`config.mk`:
```
export PLATFORM = sky130hd
export DESIGN_NAME = hilo_muldiv_sequencer
export DESIGN_NICKNAME = d
export VERILOG_FILES = /design/src/rtl/hilo_muldiv_sequencer.sv
export SDC_FILE = /design/constraint.sdc
export NUM_CORES = 1
export LEC_CHECK = 0
export CORE_ASPECT_RATIO = 0.8
export CORE_MARGIN = 3
export CORE_UTILIZATION = 24
export CTS_CLUSTER_DIAMETER = 100
export DETAILED_ROUTE_END_ITERATION = 12
export PLACE_DENSITY = 0.51
export SYNTH_ARGS = -nofsm -noshare
export SYNTH_HDL_FRONTEND = slang
export SYNTH_SLANG_ARGS = --single-unit
```
`constraint.sdc`:
```
create_clock -name CLK -period 6 [get_ports CLK]
set_input_delay 1.5 -clock CLK [delete_from_list [all_inputs] [get_ports CLK]]
set_output_delay 1.5 -clock CLK [all_outputs]
set_load 0.05 [all_outputs]
```
`src/rtl/hilo_muldiv_sequencer.sv`:
```
// HI/LO owner for the EXE stage. It runs MULT/MULTU/DIV/DIVU as a
// 32-step radix-2 shift-add multiply or restoring divide, and handles the
// MTHI/MTLO/MFHI/MFLO moves. It stalls EXE while an op is in flight.
//
// state | meaning
// ------+-----------------------------------------------------------
// IDLE  | no op in flight; moves complete here, MULT/DIV start here
// ITER  | one multiply/divide step per edge, count 0..XLEN-1
// FIX   | sign correction and HI/LO write, then back to IDLE
module hilo_muldiv_sequencer #(
    parameter int XLEN  = 32,
    parameter bit DEBUG = 1'b0
) (
    input  logic            CLK,
    input  logic            RESET,
    input  logic            FLUSH,
    input  logic            Op_Valid,
    input  logic [3:0]      Op_Code,
    input  logic [XLEN-1:0] OperandA,
    input  logic [XLEN-1:0] OperandB,
    output logic            Stall,
    output logic            Busy,
    output logic [XLEN-1:0] Result,
    output logic            Done,
    output logic [XLEN-1:0] HI_OUT,
    output logic [XLEN-1:0] LO_OUT
);

    localparam int CW = (XLEN > 1) ? $clog2(XLEN) : 1;
    localparam logic [CW-1:0] LP_LAST = CW'(XLEN - 1);

    localparam logic [3:0] OP_MULT  = 4'd1;
    localparam logic [3:0] OP_MULTU = 4'd2;
    localparam logic [3:0] OP_DIV   = 4'd3;
    localparam logic [3:0] OP_DIVU  = 4'd4;
    localparam logic [3:0] OP_MTHI  = 4'd5;
    localparam logic [3:0] OP_MTLO  = 4'd6;
    localparam logic [3:0] OP_MFHI  = 4'd7;
    localparam logic [3:0] OP_MFLO  = 4'd8;

    typedef enum logic [1:0] {
        S_IDLE = 2'd0,
        S_ITER = 2'd1,
        S_FIX  = 2'd2
    } state_t;

    state_t            r_state;
    state_t            w_state_nxt;

    logic [XLEN-1:0]   r_hi;
    logic [XLEN-1:0]   r_lo;
    // r_acc_hi: running partial product high half / running remainder
    // r_acc_lo: multiplier shifting out / dividend shifting out, quotient in
    logic [XLEN-1:0]   r_acc_hi;
    logic [XLEN-1:0]   r_acc_lo;
    logic [XLEN-1:0]   r_opnd;
    logic [CW-1:0]     r_count;
    logic              r_is_div;
    logic              r_sign_q;
    logic              r_sign_r;
    logic              r_divz;
    logic              r_done;

    logic              w_op_legal;
    logic              w_accept;
    logic              w_start_md;
    logic              w_is_div;
    logic              w_is_signed;
    logic              w_a_neg;
    logic              w_b_neg;
    logic [XLEN-1:0]   w_a_abs;
    logic [XLEN-1:0]   w_b_abs;
    logic [XLEN:0]     w_mul_sum;
    logic [XLEN:0]     w_div_shift;
    logic [XLEN-1:0]   w_div_diff;
    logic              w_div_ge;
    logic [2*XLEN-1:0] w_prod;
    logic [2*XLEN-1:0] w_prod_fix;
    logic [XLEN-1:0]   w_quo_fix;
    logic [XLEN-1:0]   w_rem_fix;
    logic              w_fix_write;

    // Trace hook: printing stays out of the synthesizable datapath; a
    // simulation monitor can be bound here when DEBUG is set.
    if (DEBUG) begin : g_trace
    end

    assign w_op_legal  = (Op_Code >= OP_MULT) && (Op_Code <= OP_MFLO);
    assign w_accept    = (r_state == S_IDLE) && Op_Valid && !FLUSH && w_op_legal;
    assign w_start_md  = w_accept && (Op_Code <= OP_DIVU);
    assign w_is_div    = (Op_Code == OP_DIV) || (Op_Code == OP_DIVU);
    assign w_is_signed = (Op_Code == OP_MULT) || (Op_Code == OP_DIV);
    assign w_a_neg     = w_is_signed && OperandA[XLEN-1];
    assign w_b_neg     = w_is_signed && OperandB[XLEN-1];
    assign w_a_abs     = w_a_neg ? -OperandA : OperandA;
    assign w_b_abs     = w_b_neg ? -OperandB : OperandB;

    // One shift-add step: add multiplicand when the current multiplier bit
    // is set, then shift the 2*XLEN+1 accumulator right by one.
    assign w_mul_sum   = {1'b0, r_acc_hi} + (r_acc_lo[0] ? {1'b0, r_opnd} : {(XLEN+1){1'b0}});

    // One restoring-divide step. The remainder stays below the divisor, so
    // the shifted value fits XLEN+1 bits and the difference fits XLEN bits.
    assign w_div_shift = {r_acc_hi, r_acc_lo[XLEN-1]};
    assign w_div_ge    = (w_div_shift >= {1'b0, r_opnd});
    assign w_div_diff  = w_div_shift[XLEN-1:0] - r_opnd;

    assign w_prod      = {r_acc_hi, r_acc_lo};
    assign w_prod_fix  = r_sign_q ? -w_prod : w_prod;
    // Divide by zero leaves the all-ones quotient unsigned-looking; the
    // remainder fix still restores the original dividend.
    assign w_quo_fix   = (r_sign_q && !r_divz) ? -r_acc_lo : r_acc_lo;
    assign w_rem_fix   = r_sign_r ? -r_acc_hi : r_acc_hi;
    assign w_fix_write = (r_state == S_FIX) && !FLUSH;

    // State register.
    always_ff @(posedge CLK) begin
        if (RESET) begin
            r_state <= S_IDLE;
        end else begin
            r_state <= w_state_nxt;
        end
    end

    // Next-state decode; FLUSH aborts any in-flight op.
    always_comb begin
        w_state_nxt = r_state;
        unique case (r_state)
            S_IDLE: if (w_start_md) w_state_nxt = S_ITER;
            S_ITER: begin
                if (FLUSH) begin
                    w_state_nxt = S_IDLE;
                end else if (r_count == LP_LAST) begin
                    w_state_nxt = S_FIX;
                end
            end
            S_FIX:   w_state_nxt = S_IDLE;
            default: w_state_nxt = S_IDLE;
        endcase
    end

    // Operand latch at start and one iteration step per edge in ITER.
    always_ff @(posedge CLK) begin
        if (RESET) begin
            r_acc_hi <= '0;
            r_acc_lo <= '0;
            r_opnd   <= '0;
            r_count  <= '0;
            r_is_div <= 1'b0;
            r_sign_q <= 1'b0;
            r_sign_r <= 1'b0;
            r_divz   <= 1'b0;
        end else if (r_state == S_IDLE) begin
            if (w_start_md) begin
                r_acc_hi <= '0;
                r_acc_lo <= w_is_div ? w_a_abs : w_b_abs;
                r_opnd   <= w_is_div ? w_b_abs : w_a_abs;
                r_count  <= '0;
                r_is_div <= w_is_div;
                r_sign_q <= w_a_neg ^ w_b_neg;
                r_sign_r <= w_a_neg;
                r_divz   <= w_is_div && (OperandB == '0);
            end
        end else if (r_state == S_ITER) begin
            r_count <= r_count + CW'(1);
            if (r_is_div) begin
                r_acc_hi <= w_div_ge ? w_div_diff : w_div_shift[XLEN-1:0];
                r_acc_lo <= {r_acc_lo[XLEN-2:0], w_div_ge};
            end else begin
                r_acc_hi <= w_mul_sum[XLEN:1];
                r_acc_lo <= {w_mul_sum[0], r_acc_lo[XLEN-1:1]};
            end
        end
    end

    // Architectural HI/LO: moves in IDLE, MULT/DIV results only from FIX.
    always_ff @(posedge CLK) begin
        if (RESET) begin
            r_hi <= '0;
            r_lo <= '0;
        end else if (w_accept && (Op_Code == OP_MTHI)) begin
            r_hi <= OperandA;
        end else if (w_accept && (Op_Code == OP_MTLO)) begin
            r_lo <= OperandA;
        end else if (w_fix_write) begin
            if (r_is_div) begin
                r_hi <= w_rem_fix;
                r_lo <= w_quo_fix;
            end else begin
                r_hi <= w_prod_fix[2*XLEN-1:XLEN];
                r_lo <= w_prod_fix[XLEN-1:0];
            end
        end
    end

    // Completion pulse for the cycle after the FIX write.
    always_ff @(posedge CLK) begin
        if (RESET) begin
            r_done <= 1'b0;
        end else begin
            r_done <= w_fix_write;
        end
    end

    // Read port for MFHI/MFLO.
    always_comb begin
        Result = '0;
        if (Op_Valid && (Op_Code == OP_MFHI)) begin
            Result = r_hi;
        end else if (Op_Valid && (Op_Code == OP_MFLO)) begin
            Result = r_lo;
        end
    end

    assign Stall  = Op_Valid && w_op_legal && (r_state != S_IDLE) && !FLUSH;
    assign Busy   = (r_state != S_IDLE);
    assign Done   = r_done;
    assign HI_OUT = r_hi;
    assign LO_OUT = r_lo;

endmodule

```
==> implementation parameters, run 1 <==
Parameter                              Value

Status
  Result of the run    finished, final reports clean

Die
  Total I/O pin count    171
  Area inside the core boundary    61600 µm²
  Die width    286 µm
  Die ar.    65900 µm²
  Y dimension of the die    230 µm
  # rows    81
  Initial cell density of the core    24.5%

Timing
  WHS    0.456 ns
  Slew Limit Headroom    25.7%
  Transition at the pin with the smallest max-transition slack    1.10 ns
  Final critical path time including I/O delays and setup    5.27 ns
  Final sum of negative setup slack    0 ns
  Post-route clock period utilization    87.8%
  Final setup fails    0
  Worst Clk Skew    0.0155 ns
  Number of hold violations in the final report    0
  Maximum clock rate    0.190 GHz
  Setup repair after global routing missed its margin    false
  Post-layout worst setup margin    0.731 ns
  Max Slew Vio Count    0

CTS
  TritonCTS buffer count    17
  Number of buffers on the longest clock path    2
  Number of instances resized during post-cts repair    0
  Clk_lat worst skew    0.46 ns
  Clock slew at the register clock pins of the worst setup and hold paths    0.07 ns
  TritonCTS clock tree    built
  Clock root buffer    clkbuf_16
  Post CTS Setup Buffer Count    0
  Clock H-tree levels    4
  Hold buffer count at CTS    0
  Clock sinks    172

Finish
  Count of nets after finishing    2303
  Layout Cell Area excl Fill    18400 µm²
  Number of filler cells placed in the layout    6730
  Ratio of cells with drive above 1 in the final layout    6.68%
  Antenna diode count    0
  Synthesis-to-finish area growth    22.1%

Detailed routing
  TritonRoute pass-1 iters    5
  Routed length per instance    22.3 µm
  Detail-routed via count per cell    5.47
  Aggregate routed wire length    66.9 mm
  Initial DRC Count    1780
  Post-detailed-route DRC marker count    0
  DRT antenna net count    0
  Routed via count    16428

Critical path
  Ordered cell list for the critical path    clkdlybuf4s50_1, nor3_1, xor2_1, nor4b_2, buf_4
  Buf+Inv Stages, Crit Path    2
  Worst path slowest cell    nor4b_2
  Crit. path cell count    5
  Maximum fanout along the worst path    9
  Largest stage delay on the critical path    0.70 ns
  Kind of cell with the highest combined delay on the critical path    simple AND/OR/NAND/NOR gates
  Critical path class    primary input to output port
  Launching element type of the critical path    primary input
  Cell depth of the worst flop-to-flop path    13
  Start point of the critical path    Op_Code[2]
  Reg2Reg Launch Point    r_acc_lo[0]$_SDFFE_PP0P_
  Critical Path Sink Type    output port
  Critical Path AT    3.77 ns
  Required time reported for the critical path endpoint    4.50 ns

Placed design
  Count of buffers inserted at the top-level ports    170
  Post-DP HPWL    52.2 mm
  Gp weighted congestion    0.963
  Worst slack after detailed placement    0.506 ns
  Area post-placement    17800 µm²

Yosys
  Cell area after technology mapping    15100 µm²
  Netlist cell types    75
  Yosys warning count    0
  Most used DFF post-synth    dfxtp_1
  Cells after synthesis    2093
  Number of enable flip-flop cells after synthesis    0
  Part of the Yosys area used for sequential elements    22.8%
  Seq cells post-synth    172
  Fraction of synthesis flops using an asynchronous set or reset pin    0%
  Post-Syn Nets    2237
  Average cell area after synthesis    7.20 µm²

Power and ir drop
  Design Power    3.28 mW
  Static Leak    6.73 nW
  Pwr Density    178 nW/µm²
  Worst vdd ir    0.231 mV

Min path
  Cell depth of the worst min-delay path    2
  Worst min-delay path startpoint    r_opnd[14]$_SDFFE_PP0P_
  Class of the worst hold path    register to register

Global route
  Maximum number of pins on one net before global-route repair    96
  Wire length of the first global-routing pass    97.1 mm
  Number of antenna violations at the first check in global routing    3
  Vias in the first global route    14813
  Global route overflow    0
  Overall track demand over capacity in global routing    19.5%

Job
  MaxCap Viol Count    0
==> cells in the final DEF (no fill, tap or decap), types with 29 or more instances in the layout <==
cell             instances
mux2i_1                 58
o31ai_1                 30
nor3_1                  38
xnor2_1                 90
nand3_1                 33
nor2_1                 264
a211oi_1                59
a31oi_1                 40
dfxtp_1                171
buf_4                   35
xor2_1                  87
ha_1                    70
nand2_1                211
a22o_1                  40
a21oi_1                227
inv_1                   68
buf_12                  32
clkdlybuf4s50_1        136
o21ai_0                110
a21o_1                  29
o211ai_1                54
==> state kept, by name, indices dropped and copies added (netlist names), 2 cells and up <==
| signal | cells |
|---|---|
| r_state | 2 |
| r_acc_lo | 32 |
| r_count | 5 |
| HI_OUT | 32 |
| r_opnd | 32 |
| r_acc_hi | 32 |
| LO_OUT | 32 |
==> synthesized netlist by cell type, types with 5 or more instances <==
cell type  instances  area share [%]
or2_2             10            0.42
o41ai_1           15            0.87
mux2i_1           58             3.9
ha_1              70             5.8
buf_2             10            0.33
nor4_1            14            0.58
and3_1            14            0.58
nor2_1           265             6.6
o21a_1             9            0.45
nand4_1           16            0.66
a311oi_1          14            0.81
or4_4              5            0.37
a211o_1            5            0.29
xor2_1            87             5.1
xnor2_1           90             5.2
a211oi_1          59             2.9
dfxtp_1          172              23
nand2b_1          10            0.42
or4_1             14            0.70
a21oi_1          229             7.6
nor3_1            38             1.3
nor3b_1            5            0.25
or3_1             13            0.54
o31ai_1           30             1.5
clkbuf_1         136             3.4
buf_1              6            0.15
and2_1            11            0.46
o21bai_1           6            0.30
nand3_1           34             1.1
a22oi_1           12            0.60
o21ai_0          110             3.7
a21o_1            29             1.4
nand2_1          211             5.3
inv_1             68             1.7
a31oi_1           40             1.7
o211ai_1          54             2.7
a22o_1            40             2.3
nor2b_1            9            0.37
==> path summary, 6_finish.rpt <==
path | endpoint | slack [ns]
setup / recovery | Stall | 0.73
setup reg to reg | r_acc_hi[28]$_SDFFE_PP0P_ | 1.69
hold reg to reg | r_opnd[14]$_SDFFE_PP0P_ | 0.46
hold / removal | r_opnd[14]$_SDFFE_PP0P_ | 0.46
==> per-stage QoR <==
step                util (%)  cells
floorplan                  -   2093
global route            29.9   3002
CTS                     29.9   3002
detailed placement      28.9   2970
finish                  29.9   3002
global placement        28.9   2970
==> worst reg2reg max path, delay by kind of cell (launching register included) <==
kind | cells | cell delay, ns
compound gates | 7 | 2.70
xor+xnor | 1 | 0.20
fa+ha+maj | 1 | 0.25
buf+inv | 2 | 0.44
flops | 1 | 0.42
simple gates | 2 | 0.19
==> power breakdown <==
part           switching, mW  total [mW]  internal, mW
combinational          0.552       0.879         0.328
sequential            0.0329        1.19          1.16
clock                  0.581        1.21         0.629
==> layer usage <==
metal / up-vias / part of all wire (%) / GRT usage (%)
li1: 7702 / - / -
met1: 7909 / 49 / 29.4
met2: 760 / 39 / 26.3
met3: 55 / 11 / 6.01
met4: 2 / 1.7 / 4.35
met5: - / 0.025 / 0
==> layout make-up <==
class	instances	area, µm²	share of cell area [%]
timing repair buffer	203	2260	12.3
sequential	172	3440	18.7
inverter	68	255	1.39
multi-input combinational	1697	10800	58.7
tap	830	1040	5.64
clock inverter	15	175	0.952
clock buffer	17	425	2.31
==> kinds of logic after synthesis <==
| logic type | count (synthesis) | synth area share [%] |
|---|---|---|
| compound gates | 696 | 29.9 |
| simple gates | 690 | 20.9 |
| buf+inv | 224 | 5.84 |
| xor+xnor | 177 | 10.3 |
| flops | 172 | 22.8 |
| fa+ha+maj | 72 | 6.08 |
| mux | 62 | 4.15 |
(Power assumes the default switching activity.)
==> run 2: changes to the inputs <==
Settings changed: ABC_AREA from default to 0, ABC_CLOCK_PERIOD_IN_PS from default to 6000.
==> results of run 2 <==
Final layout, timing and power as in run 1 (identical DEF).
